### config.mk
export PLATFORM = sky130hd
export DESIGN_NAME = hc8_dma_ctrl
export DESIGN_NICKNAME = d
export VERILOG_FILES = /design/src/rtl/hc8_dma_ctrl.sv
export SDC_FILE = /design/constraint.sdc
export NUM_CORES = 1
export LEC_CHECK = 0
export CAP_MARGIN = 20
export CORE_MARGIN = 3
export CORE_UTILIZATION = 50
export CTS_CLUSTER_DIAMETER = 120
export DETAILED_ROUTE_END_ITERATION = 16
export GPL_TIMING_DRIVEN = 0
export PLACE_DENSITY_LB_ADDON = 0.08
export SYNTH_ARGS = -nofsm -noshare
export SYNTH_HDL_FRONTEND = slang
export SYNTH_SLANG_ARGS = --single-unit
### constraint.sdc
create_clock -name clk -period 3.4 [get_ports clk]
set_input_delay 0.68 -clock clk [delete_from_list [all_inputs] [get_ports clk]]
set_output_delay 0.68 -clock clk [all_outputs]
set_load 0.02 [all_outputs]
### src/rtl/hc8_dma_ctrl.sv
// Single-channel memory-to-memory DMA engine: requests the CPU bus, then
// copies one byte per READ/WRITE pair, wrapping both addresses at 16 bits.
module hc8_dma_ctrl (
  input  logic        clk,
  input  logic        nReset,
  input  logic        start,
  input  logic        abort,
  input  logic [15:0] src_addr,
  input  logic [15:0] dst_addr,
  input  logic [15:0] length,
  output logic        nDMA_REQ,
  input  logic        nDMA_ACK,
  output logic [15:0] address_bus,
  input  logic [7:0]  ram_rdata,
  output logic [7:0]  ram_wdata,
  output logic        nRAM_RD,
  output logic        nRAM_WR,
  output logic        bus_oe,
  output logic        busy,
  output logic        done,
  output logic [15:0] remaining
);

  localparam int unsigned AW = 16;
  localparam int unsigned DW = 8;

  typedef enum logic [2:0] {IDLE, REQ, READ, WRITE, RELEASE} state_t;

  state_t        state;
  logic [AW-1:0] src;
  logic [AW-1:0] dst;
  logic          abort_pend;

  // All outputs are registered alongside the state so they line up with it.
  // ram_wdata doubles as the read-data latch: it is loaded on the READ exit
  // edge and cleared whenever the bus is not being driven.
  always_ff @(posedge clk or negedge nReset) begin
    if (!nReset) begin
      state       <= IDLE;
      src         <= '0;
      dst         <= '0;
      remaining   <= '0;
      abort_pend  <= 1'b0;
      nDMA_REQ    <= 1'b1;
      nRAM_RD     <= 1'b1;
      nRAM_WR     <= 1'b1;
      bus_oe      <= 1'b0;
      busy        <= 1'b0;
      done        <= 1'b0;
      address_bus <= '0;
      ram_wdata   <= '0;
    end else begin
      done        <= 1'b0;
      bus_oe      <= 1'b0;
      nRAM_RD     <= 1'b1;
      nRAM_WR     <= 1'b1;
      address_bus <= '0;
      ram_wdata   <= '0;

      unique case (state)
        IDLE: begin
          if (start) begin
            if (length != '0) begin
              src        <= src_addr;
              dst        <= dst_addr;
              remaining  <= length;
              abort_pend <= 1'b0;
              nDMA_REQ   <= 1'b0;
              busy       <= 1'b1;
              state      <= REQ;
            end else begin
              done <= 1'b1;
            end
          end
        end

        REQ: begin
          if (abort || abort_pend) begin
            nDMA_REQ   <= 1'b1;
            done       <= 1'b1;
            abort_pend <= 1'b0;
            state      <= RELEASE;
          end else if (!nDMA_ACK) begin
            bus_oe      <= 1'b1;
            address_bus <= src;
            nRAM_RD     <= 1'b0;
            state       <= READ;
          end
        end

        READ: begin
          // An abort seen here still lets the current byte finish its write.
          abort_pend <= abort_pend | abort;
          if (nDMA_ACK) begin
            state <= REQ;
          end else begin
            bus_oe      <= 1'b1;
            address_bus <= dst;
            ram_wdata   <= ram_rdata;
            nRAM_WR     <= 1'b0;
            state       <= WRITE;
          end
        end

        WRITE: begin
          if (nDMA_ACK) begin
            state <= REQ;
          end else begin
            src       <= src + AW'(1);
            dst       <= dst + AW'(1);
            remaining <= remaining - AW'(1);
            if (remaining == AW'(1) || abort || abort_pend) begin
              nDMA_REQ   <= 1'b1;
              done       <= 1'b1;
              abort_pend <= 1'b0;
              state      <= RELEASE;
            end else begin
              bus_oe      <= 1'b1;
              address_bus <= src + AW'(1);
              nRAM_RD     <= 1'b0;
              state       <= READ;
            end
          end
        end

        RELEASE: begin
          busy  <= 1'b0;
          state <= IDLE;
        end

        default: begin
          nDMA_REQ <= 1'b1;
          busy     <= 1'b0;
          state    <= IDLE;
        end
      endcase
    end
  end

endmodule

* After elaboration in Yosys (flattened, before gate mapping)
Cells that the tools add are included.
** Cells by class
- Add/subtract/negate cells :: 3
- Eq/ne operators :: 11
- Mux-type cells :: 57
- Bitwise operators :: 3
- Reductions and logical operators :: 14
** Operators by type and width (number)
- $mux W16 :: 14
- $pmux W16 S2 :: 3
- $pmux W16 S3 :: 1
- $add A16 B1 Y16 const B :: 2
- $mux W1 :: 23
- $mux W3 :: 6
- $eq A16 B1 Y1 const B :: 1
- $mux W8 :: 2
- $reduce_bool A16 Y1 :: 1
- $sub A16 B1 Y16 const B :: 1
- $pmux W3 S4 :: 1
- $reduce_and A6 Y1 :: 2
- $ne A2 B2 Y1 const B :: 5
- $pmux W1 S4 :: 2
- $eq A3 B2 Y1 const B :: 2
- $pmux W1 S3 :: 2
- $reduce_and A3 Y1 :: 2
- $pmux W1 S2 :: 2
- $reduce_and A4 Y1 :: 1
- $reduce_bool A4 Y1 :: 1
- $eq A3 B1 Y1 const B :: 1
- $eq A3 B3 Y1 const B :: 1
- $logic_not A3 Y1 :: 1
- $logic_or A1 B1 Y1 :: 3
- 7 further kinds :: 8
** Word-level totals
- Flip-flop bits (word level) :: 82
- Input port bits :: 61
- Output and inout port bits :: 46
- Logic and storage cells :: 101

* Logic depth before layout (Yosys ltp)
Gate-level depths: netlist of run 1.
- Depth in word-level cells :: 6
- Mapped depth :: 9
- Mapped depth without buffers :: 7

* Worst setup path before layout of run 1
Ideal clock, no wire load.
- Path type :: in2reg
- From :: input nDMA_ACK
- To :: register address_bus[11]
- Library setup time :: 0.069 ns
- Arrival time :: 2.076 ns
- Data required time :: 3.331 ns
- Setup slack :: 1.255 ns
- Cell stages on the path :: 7
- Buffers on the path :: 2
- Path through :: buf_2 -> and4bb_1 -> buf_4 -> nand2_4 -> or2_1 -> or4_1 -> nand3_1
** On the way
- Word-level cells in the longest chain between the ends :: 3
- Elaborated cells between the ends (all ways) :: 5
- Classes of those cells :: mux: 5
** Ends and longest elaborated chain
- start: declaration :: line 12 : input logic nDMA_ACK,
- $mux W16 :: line 83 : end else if (!nDMA_ACK) begin
- $mux W16 :: line 78 : if (abort || abort_pend) begin
- $pmux W16 S3 * :: line 60 : unique case (state)
- end signal: assignment :: line 85 : address_bus <= src;
- end signal: assignment :: line 98 : address_bus <= dst;
- end signal: assignment :: line 119 : address_bus <= src + AW'(1);
- end: declaration :: line 13 : output logic [15:0] address_bus,
Every way passes the cells marked *; elsewhere a longest branch is shown, timed or not.
A chain may end at the register's enable or synchronous reset.

* Worst setup path after layout of run 1
- From :: input abort
- To :: register address_bus[5]
** On the way
- Word-level cells in the longest chain between the ends :: 5
- Elaborated cells between the ends (all ways) :: 7
- Classes of those cells :: mux: 4; reduce/logical: 3
** Ends and longest elaborated chain
- start: declaration :: line 7 : input logic abort,
- $logic_or A1 B1 Y1 (2 in a row) :: line 112 : if (remaining == AW'(1) || abort || abort_pend) begin
- $mux W16 :: line 112
- $mux W16 :: line 106 : if (nDMA_ACK) begin
- $pmux W16 S3 * :: line 60
Marks and branches as above.

==> flow_summary.yaml, run 1 <==
placed_design:
  gp_congestion: 0.960
  pre_cts_ws_ps: 261
  hpwl_um: 11000
  placed_area_um2: 5850
  io_buffers: 105
  place_inst: 736
synthesis:
  netlist.area_leader.share: 0.426
  synthArstFlopShare: 1.00
  ys.flop_type: "dfrtp_1"
  synth_area_leaders: "dfrtp_1 (43%), o21ai_0 (4.4%), nor2_1 (4.2%), a21oi_1 (3.9%), nand2_1 (3.5%)"
  seq_area_frac_synth: 0.443
  synth_edf_count: 0
  syn_inst: 522
  synthDistinctLibCells: 61
  synth-seq-cells: 82
  yosysTopAreaCell: "dfrtp_1"
  yosysWarningCount: 0
  synth_nets: 587
  netlist_area_um2: 4640
  avgSynthCellArea_um2: 8.88
worst_setup_path:
  cp-end-kind: "flop"
  crit_path_start: "abort"
  crit_fanout: 10
  rr_worst_depth: 8
  critPathLaunchType: "primary input"
  critical_path_class: "primary input to flop"
  crit_arrival_ps: 3090
  required_ps: 3650
  crit-reg2reg-launch: "remaining[1]"
floorplanning:
  die_w_um: 102
  fp.dieH_um: 102
  rows: 34
  io_pins: 107
  core_area_um2: 8850
  dieArea_um2: 10500
  start_util: 0.524
clock_network:
  clkTransAtPathRegs_ps: 80
  cts_resized: 0
  cts-root-buf: "clkbuf_8"
  postCtsSetupBuffers: 0
  cts_made_buffers: 9
  postCtsHoldBufs: 0
  cts_max_path_buffers: 2
  numClockSinks: 82
  htree_levels: 3
  cts_tree: "done"
  clk_latency_ps: 360
worst_hold_path:
  min_path_type: "primary input to asynchronous set/reset pin"
finish:
  finalInstanceArea_um2: 6030
  drive_above_1_share: 0.0809
  fin_util: 0.681
  syn2layout_area_growth_pct: 30.1
  final_cell_mix: "clkdlybuf4s50_1 (104), dfrtp_1 (79), nor2_1 (52)"
  fin_cells: 751
  final_common_cell: "clkdlybuf4s50_1"
  antenna_cells: 0
  final_nets: 704
run_status:
  status: "finished, final reports clean"
global_routing:
  track_usage: 0.302
  antenna_found_initial: 0
  grt_max_degree: 57
  grt_pass1_wl_um: 24100
  grt-ovfl-total: 0
  grt_pass1_vias: 4659
timing:
  tightest_slew_ps: 973
  maxSlewHeadroom: 0.350
  setup_viol: 0
  timing.final.crit_share: 0.834
  worst_slack_ps: 564
  hold_violations: 0
  worst_clock_skew_ps: 9.62
  rsz0062_at_grt: "false"
  fmax_ghz: 0.353
  min_period_ps: 2840
  slew_viol_final: 0
drt:
  post_drt_wl_per_cell_um: 20.8
  viasPerCell: 6.52
  totalWireLength_um: 15600
  postRouteAntennaNets: 0
  vias: 4895
  drcViolationCount: 0
  drtIter0Drc: 454
  drt-pass1-iter-count: 5
power:
  power_leakage_nw: 2.37
  irDropWorstVdd_uv: 610
  power.density_nw_per_um2: 809
run:
  max-cap-violations: 0
-- layout make-up --
cell class	count	area, µm²
fillers	743	2820
multi-input cells	393	2380
flip-flops and latches	82	2060
repair buffers	106	1080
plain buffers	37	161
well taps	108	135
clock buffers	9	124
clock inverters	6	58.8
inverters	10	37.5
-- cell usage after synthesis (9+ instances only) --
cell and number:
nor2_1 52, nor4_1 12, nand2_1 43, o22ai_1 12, inv_1 10, nor3_1 21, o21ai_0 41, a31oi_1 9
a21oi_1 36, nand3_1 18, nand4_1 15, and2_1 9, buf_2 10, dfrtp_1 79, clkbuf_1 22, a211oi_1 11
-- kinds of logic after synthesis --
logic type | after synthesis | synth area share
muxes | 7 | 0.0154
and+or+nand+nor | 212 | 0.243
adders and majority gates | 4 | 0.0108
DFF | 82 | 0.443
xor gates and xnor gates | 6 | 0.0113
buffers and inverters | 47 | 0.0429
AOI/OAI and AO/OA | 164 | 0.233
-- where the power goes --
part | switching (mW) | total [mW] | internal [mW] | leakage, nW
sequential | 0.476 | 1.83 | 1.35 | 0.995
combinational | 1.36 | 2.36 | 0.997 | 1.27
clock | 0.365 | 0.697 | 0.332 | 0.0986
-- registers in the layout, indices dropped and copies added (netlist names), 3 cells and up --
name	count
address_bus	16
dst	16
remaining	16
src	16
ram_wdata	8
state	3
-- worst paths after layout --
path                                       end  slack (ps)
worst max-delay path            address_bus[5]         560
worst min-delay path            address_bus[3]         220
worst max register to register  address_bus[5]         940
worst min register to register            busy         510
max in group asynchronous             nDMA_REQ        2540
min in group clk                          busy         510
-- critical path: stages --
cell and delay [ps]:
clkdlybuf4s50_1 440, nor2_1 360, nor4b_2 860, buf_2 400, a21oi_1 70, o21ai_0 280
-- layer usage --
layer / part of all wire / up-vias / track usage
li1: - / 2199 / -
met1: 0.40 / 2313 / 0.386
met2: 0.46 / 324 / 0.481
met3: 0.098 / 59 / 0.0799
met4: 0.043 / 0 / 0.138
met5: 0 / - / 0
-- through the flow --
| stage | setup TNS (ps) | hold WS, ps | power (mW) |
|---|---|---|---|
| after floorplan | 0 | 384 | 3.19 |
| after global placement | -104420 | 486 | 4.05 |
| after detailed placement | 0 | 497 | 4.12 |
| after CTS | 0 | 240 | 4.82 |
| after global routing | 0 | 242 | 5.16 |
| final | 0 | 222 | 4.88 |
Note: power is estimated with default switching activity, not from simulation.
==> run 2, diff against run 1 <==
--- a/config.mk
+++ b/config.mk
@@ -7,7 +7,7 @@
 export LEC_CHECK = 0
 export CAP_MARGIN = 20
 export CORE_MARGIN = 3
-export CORE_UTILIZATION = 50
+export CORE_UTILIZATION = 46
 export CTS_CLUSTER_DIAMETER = 120
 export DETAILED_ROUTE_END_ITERATION = 16
 export GPL_TIMING_DRIVEN = 0
==> constraint.sdc (replaced) <==
create_clock -name clk -period 2.55 [get_ports clk]
set_input_delay 0.51 -clock clk [delete_from_list [all_inputs] [get_ports clk]]
set_output_delay 0.51 -clock clk [all_outputs]
set_load 0.02 [all_outputs]
==> flow_summary.yaml, run 2 (synthesized netlist as in run 1, its figures left out) <==
run_status:
  status: "complete, but fails checks"
  violations: "setup timing"
global_routing:
  grt_pass1_vias: 4702
  antenna_found_initial: 0
  grt_max_degree: 55
  grt_pass1_wl_um: 25600
  grt-ovfl-total: 0
  track_usage: 0.297
power:
  power.density_nw_per_um2: 1090
  fin_total_pwr_mw: 6.65
  irDropWorstVdd_uv: 588
  power_leakage_nw: 2.39
floorplanning:
  fp.dieH_um: 106
  die_w_um: 106
  rows: 36
  core_area_um2: 9770
  dieArea_um2: 11300
  start_util: 0.474
  io_pins: 107
placed_design:
  io_buffers: 105
  place_inst: 761
  gp_congestion: 1.02
  hpwl_um: 11700
  pre_cts_ws_ps: -379
finish:
  final_nets: 704
  drive_above_1_share: 0.0854
  syn2layout_area_growth_pct: 31.7
  fin_cells: 777
  final_cell_mix: "clkdlybuf4s50_1 (104), dfrtp_1 (79), nor2_1 (52)"
  final_common_cell: "clkdlybuf4s50_1"
  antenna_cells: 0
  fillCellCount: 874
timing:
  setup_viol: 1
  fmax_ghz: 0.392
  rsz0062_at_grt: "true"
  hold_violations: 0
  hold_ws_ps: 61.1
  tightest_slew_ps: 1020
  timing.final.crit_share: 1.00
  min_period_ps: 2550
  fin_tns_setup_ps: -2.96
  slew_viol_final: 0
  maxSlewHeadroom: 0.319
  worst_clock_skew_ps: 8.23
  worst_slack_ps: -2.96
clock_network:
  postCtsSetupBuffers: 0
  cts_tree: "done"
  numClockSinks: 82
  cts-root-buf: "clkbuf_8"
  clk_latency_ps: 370
  cts_made_buffers: 9
  cts_resized: 0
  cts_max_path_buffers: 2
  postCtsHoldBufs: 0
  clkTransAtPathRegs_ps: 80
  htree_levels: 3
worst_setup_path:
  crit_fanout: 10
  required_ps: 2790
  critPathLaunchType: "primary input"
  cpPeakStageDelay_ps: 600
  cp-end-kind: "flop"
  path_cells: "clkdlybuf4s50_1 -> nor4_1 -> and4_1 -> nor2_1 -> clkbuf_1 -> a311oi_1 -> a21oi_1"
  cp_slowest_cell: "nor4_1"
  crit_arrival_ps: 2790
  critical_path_class: "primary input to flop"
worst_hold_path:
  min_path_type: "primary input to asynchronous set/reset pin"
drt:
  drcViolationCount: 0
  drt-pass1-iter-count: 6
  postRouteAntennaNets: 0
  vias: 4803
  viasPerCell: 6.18
  drtIter0Drc: 406
  totalWireLength_um: 16400
  post_drt_wl_per_cell_um: 21.1
run:
  max-cap-violations: 0
[run 2: changes by cell type in the layout (fill, tap and decap cells not counted), sizes merged]
cell    before  now
clkbuf      33   38
clkinv       5    1
[run 2: final cells by class]
| cell class | count | area (µm²) | share of cell area |
|---|---|---|---|
| clock inverters | 2 | 35.0 | 0.00574 |
| multi-input cells | 393 | 2400 | 0.392 |
| flip-flops and latches | 82 | 2060 | 0.337 |
| well taps | 133 | 166 | 0.0273 |
| plain buffers | 37 | 165 | 0.0271 |
| clock buffers | 14 | 173 | 0.0283 |
| inverters | 10 | 37.5 | 0.00615 |
| repair buffers | 106 | 1080 | 0.176 |
[run 2: report_power, final]
part | switching, mW | internal, mW | total, mW
logic | 1.84 | 1.34 | 3.19
clock network | 0.484 | 0.533 | 1.02
registers | 0.645 | 1.80 | 2.44
total | 2.97 | 3.67 | 6.65
[run 2: layer usage]
metal | vias to the layer above | track usage | share of wire | routed length (µm)
li1 | 2194 | - | - | -
met1 | 2290 | 0.392 | 0.41 | 6780
met2 | 277 | 0.483 | 0.47 | 7680
met3 | 42 | 0.0540 | 0.088 | 1440
met4 | 0 | 0.120 | 0.030 | 486
met5 | - | 0 | 0 | 0
[run 2: worst paths after layout]
path / endpoint / slack [ps] / cells after the start / from
min in group clk: busy / 530 / 2 / busy
worst max-delay path: dst[11] / -3 / 7 / length[0]
worst min register to register: busy / 530 / 2 / busy
worst min-delay path: ram_wdata[7] / 60 / 1 / nReset
worst max register to register: remaining[8] / 100 / 6 / state[2]
max in group asynchronous: nDMA_REQ / 1830 / 2 / nReset
[run 2: worst max-delay path: cells and delay by family]
| kind | cells | cell delay [ps] |
|---|---|---|
| AOI/OAI and AO/OA | 2 | 430 |
| buffers and inverters | 2 | 760 |
| and+or+nand+nor | 3 | 1090 |
[run 2: per-stage QoR]
step / cell area (µm²) / util
floorplan: 4640 / -
global placement: 5850 / 0.599
detailed placement: 5880 / 0.601
CTS: 6090 / 0.623
global route: 6100 / 0.625
finish: 6100 / 0.625
==> run 3, diff against run 2 <==
--- a/config.mk
+++ b/config.mk
@@ -5,9 +5,8 @@
 export SDC_FILE = /design/constraint.sdc
 export NUM_CORES = 1
 export LEC_CHECK = 0
-export CAP_MARGIN = 20
 export CORE_MARGIN = 3
-export CORE_UTILIZATION = 46
+export CORE_UTILIZATION = 50
 export CTS_CLUSTER_DIAMETER = 120
 export DETAILED_ROUTE_END_ITERATION = 16
 export GPL_TIMING_DRIVEN = 0
==> constraint.sdc (replaced) <==
create_clock -name clk -period 2.5 [get_ports clk]
set_input_delay 0.5 -clock clk [delete_from_list [all_inputs] [get_ports clk]]
set_output_delay 0.5 -clock clk [all_outputs]
set_load 0.02 [all_outputs]
==> flow_summary.yaml, run 3 (synthesized netlist as in run 1, its figures left out) <==
global_routing:
  track_usage: 0.304
  antenna_found_initial: 0
  grt-ovfl-total: 0
  grt_max_degree: 57
  grt_pass1_vias: 4696
  grt_pass1_wl_um: 24200
drt:
  vias: 4897
  drcViolationCount: 0
  post_drt_wl_per_cell_um: 20.8
  drt-pass1-iter-count: 5
  drtIter0Drc: 341
  postRouteAntennaNets: 0
  viasPerCell: 6.52
  totalWireLength_um: 15600
timing:
  setup_viol: 0
  hold_violations: 0
  maxSlewHeadroom: 0.406
  hold_ws_ps: 44.1
  fmax_ghz: 0.427
  timing.final.crit_share: 0.937
  worst_clock_skew_ps: 9.38
  tightest_slew_ps: 889
  min_period_ps: 2340
  slew_viol_final: 0
  rsz0062_at_grt: "false"
worst_setup_path:
  critPathLaunchType: "flop"
  cp-end-kind: "flop"
  crit_fanout: 10
  rr_worst_depth: 9
  critical_path_class: "flop to flop"
  crit_arrival_ps: 2630
  required_ps: 2790
run_status:
  status: "finished, final reports clean"
clock_network:
  htree_levels: 3
  clkTransAtPathRegs_ps: 80
  cts_max_path_buffers: 2
  clk_latency_ps: 360
  postCtsHoldBufs: 0
  cts-root-buf: "clkbuf_8"
  numClockSinks: 82
  cts_made_buffers: 9
  cts_tree: "done"
finish:
  antenna_cells: 0
  final_cell_mix: "clkdlybuf4s50_1 (104), dfrtp_1 (79), nor2_1 (51)"
  syn2layout_area_growth_pct: 30.6
  final_nets: 704
  final_common_cell: "clkdlybuf4s50_1"
  fillCellCount: 740
  fin_cells: 751
  drive_above_1_share: 0.0902
  fin_util: 0.684
floorplanning:
  rows: 34
  dieArea_um2: 10500
  die_w_um: 102
  core_area_um2: 8850
  start_util: 0.524
  fp.dieH_um: 102
  io_pins: 107
power:
  power.density_nw_per_um2: 1100
  fin_total_pwr_mw: 6.65
  power_leakage_nw: 2.38
  irDropWorstVdd_uv: 742
placed_design:
  gp_congestion: 0.960
  hpwl_um: 11000
  io_buffers: 105
  place_inst: 736
worst_hold_path:
  min_path_type: "primary input to asynchronous set/reset pin"
run:
  max-cap-violations: 0
[run 3: cell types whose count changed in the layout (fill, tap and decap cells not counted)]
| cell | change |
|---|---|
| nor2_1 | -1 |
| nor2_2 | +1 |
| clkinv_2 | +3 |
| clkbuf_1 | -3 |
| clkinv_4 | +1 |
| clkbuf_2 | +1 |
| clkbuf_8 | -3 |
[run 3: repair_timing]
item	in CTS	in global routing
gates resized for setup	5	3
setup buffers	0	0
endpoints found under the setup margin	13	2
[run 3: area by class of cell]
type	instances	area, µm²	share of cell area
Buffer	37	166	0.0275
Clock buffer	9	124	0.0205
Clock inverter	6	58.8	0.00972
Inverter	10	37.5	0.00620
Multi-Input combinational cell	393	2400	0.396
Sequential cell	82	2060	0.340
Tap cell	108	135	0.0223
Timing Repair Buffer	106	1080	0.178
[run 3: worst paths after layout]
check / startpoint / end / slack [ps]
worst max-delay path: remaining[1] / address_bus[14] / 160
worst min-delay path: nReset / address_bus[3] / 40
worst max register to register: remaining[1] / address_bus[14] / 160
worst min register to register: busy / busy / 510
max in group asynchronous: nReset / nRAM_WR / 1830
min in group clk: busy / busy / 510
[run 3: through the flow]
step / instance area (µm²) / setup TNS (ps) / setup slack (ps)
4_1_cts: 6050 / 0 / 126
6_report: 6050 / 0 / 156
5_1_grt: 6050 / 0 / 30.7
2_1_floorplan: 4640 / 0 / 391
3_5_place_dp: 5850 / -18350 / -459
3_3_place_gp: 5820 / -179680 / -2040
[run 3: critical path, cell delays in order (launching register included)]
cell     delay [ps]
dfrtp_1         430
inv_1           100
ha_1            200
nor4b_1         150
and4_1          200
buf_2           210
or4_1           440
buf_2           190
nor3_1          180
a221o_1         180
[run 3: power by group]
part / switching [mW] / internal (mW)
sequential: 0.653 / 1.83
combinational: 1.85 / 1.37
clock: 0.491 / 0.451
[run 3: layer usage]
layer,part of all wire,global-route usage,up-vias
met1,0.40,0.385,2324
li1,-,-,2198
met2,0.47,0.488,316
met5,0,0,-
met4,0.037,0.137,0
met3,0.10,0.0792,59
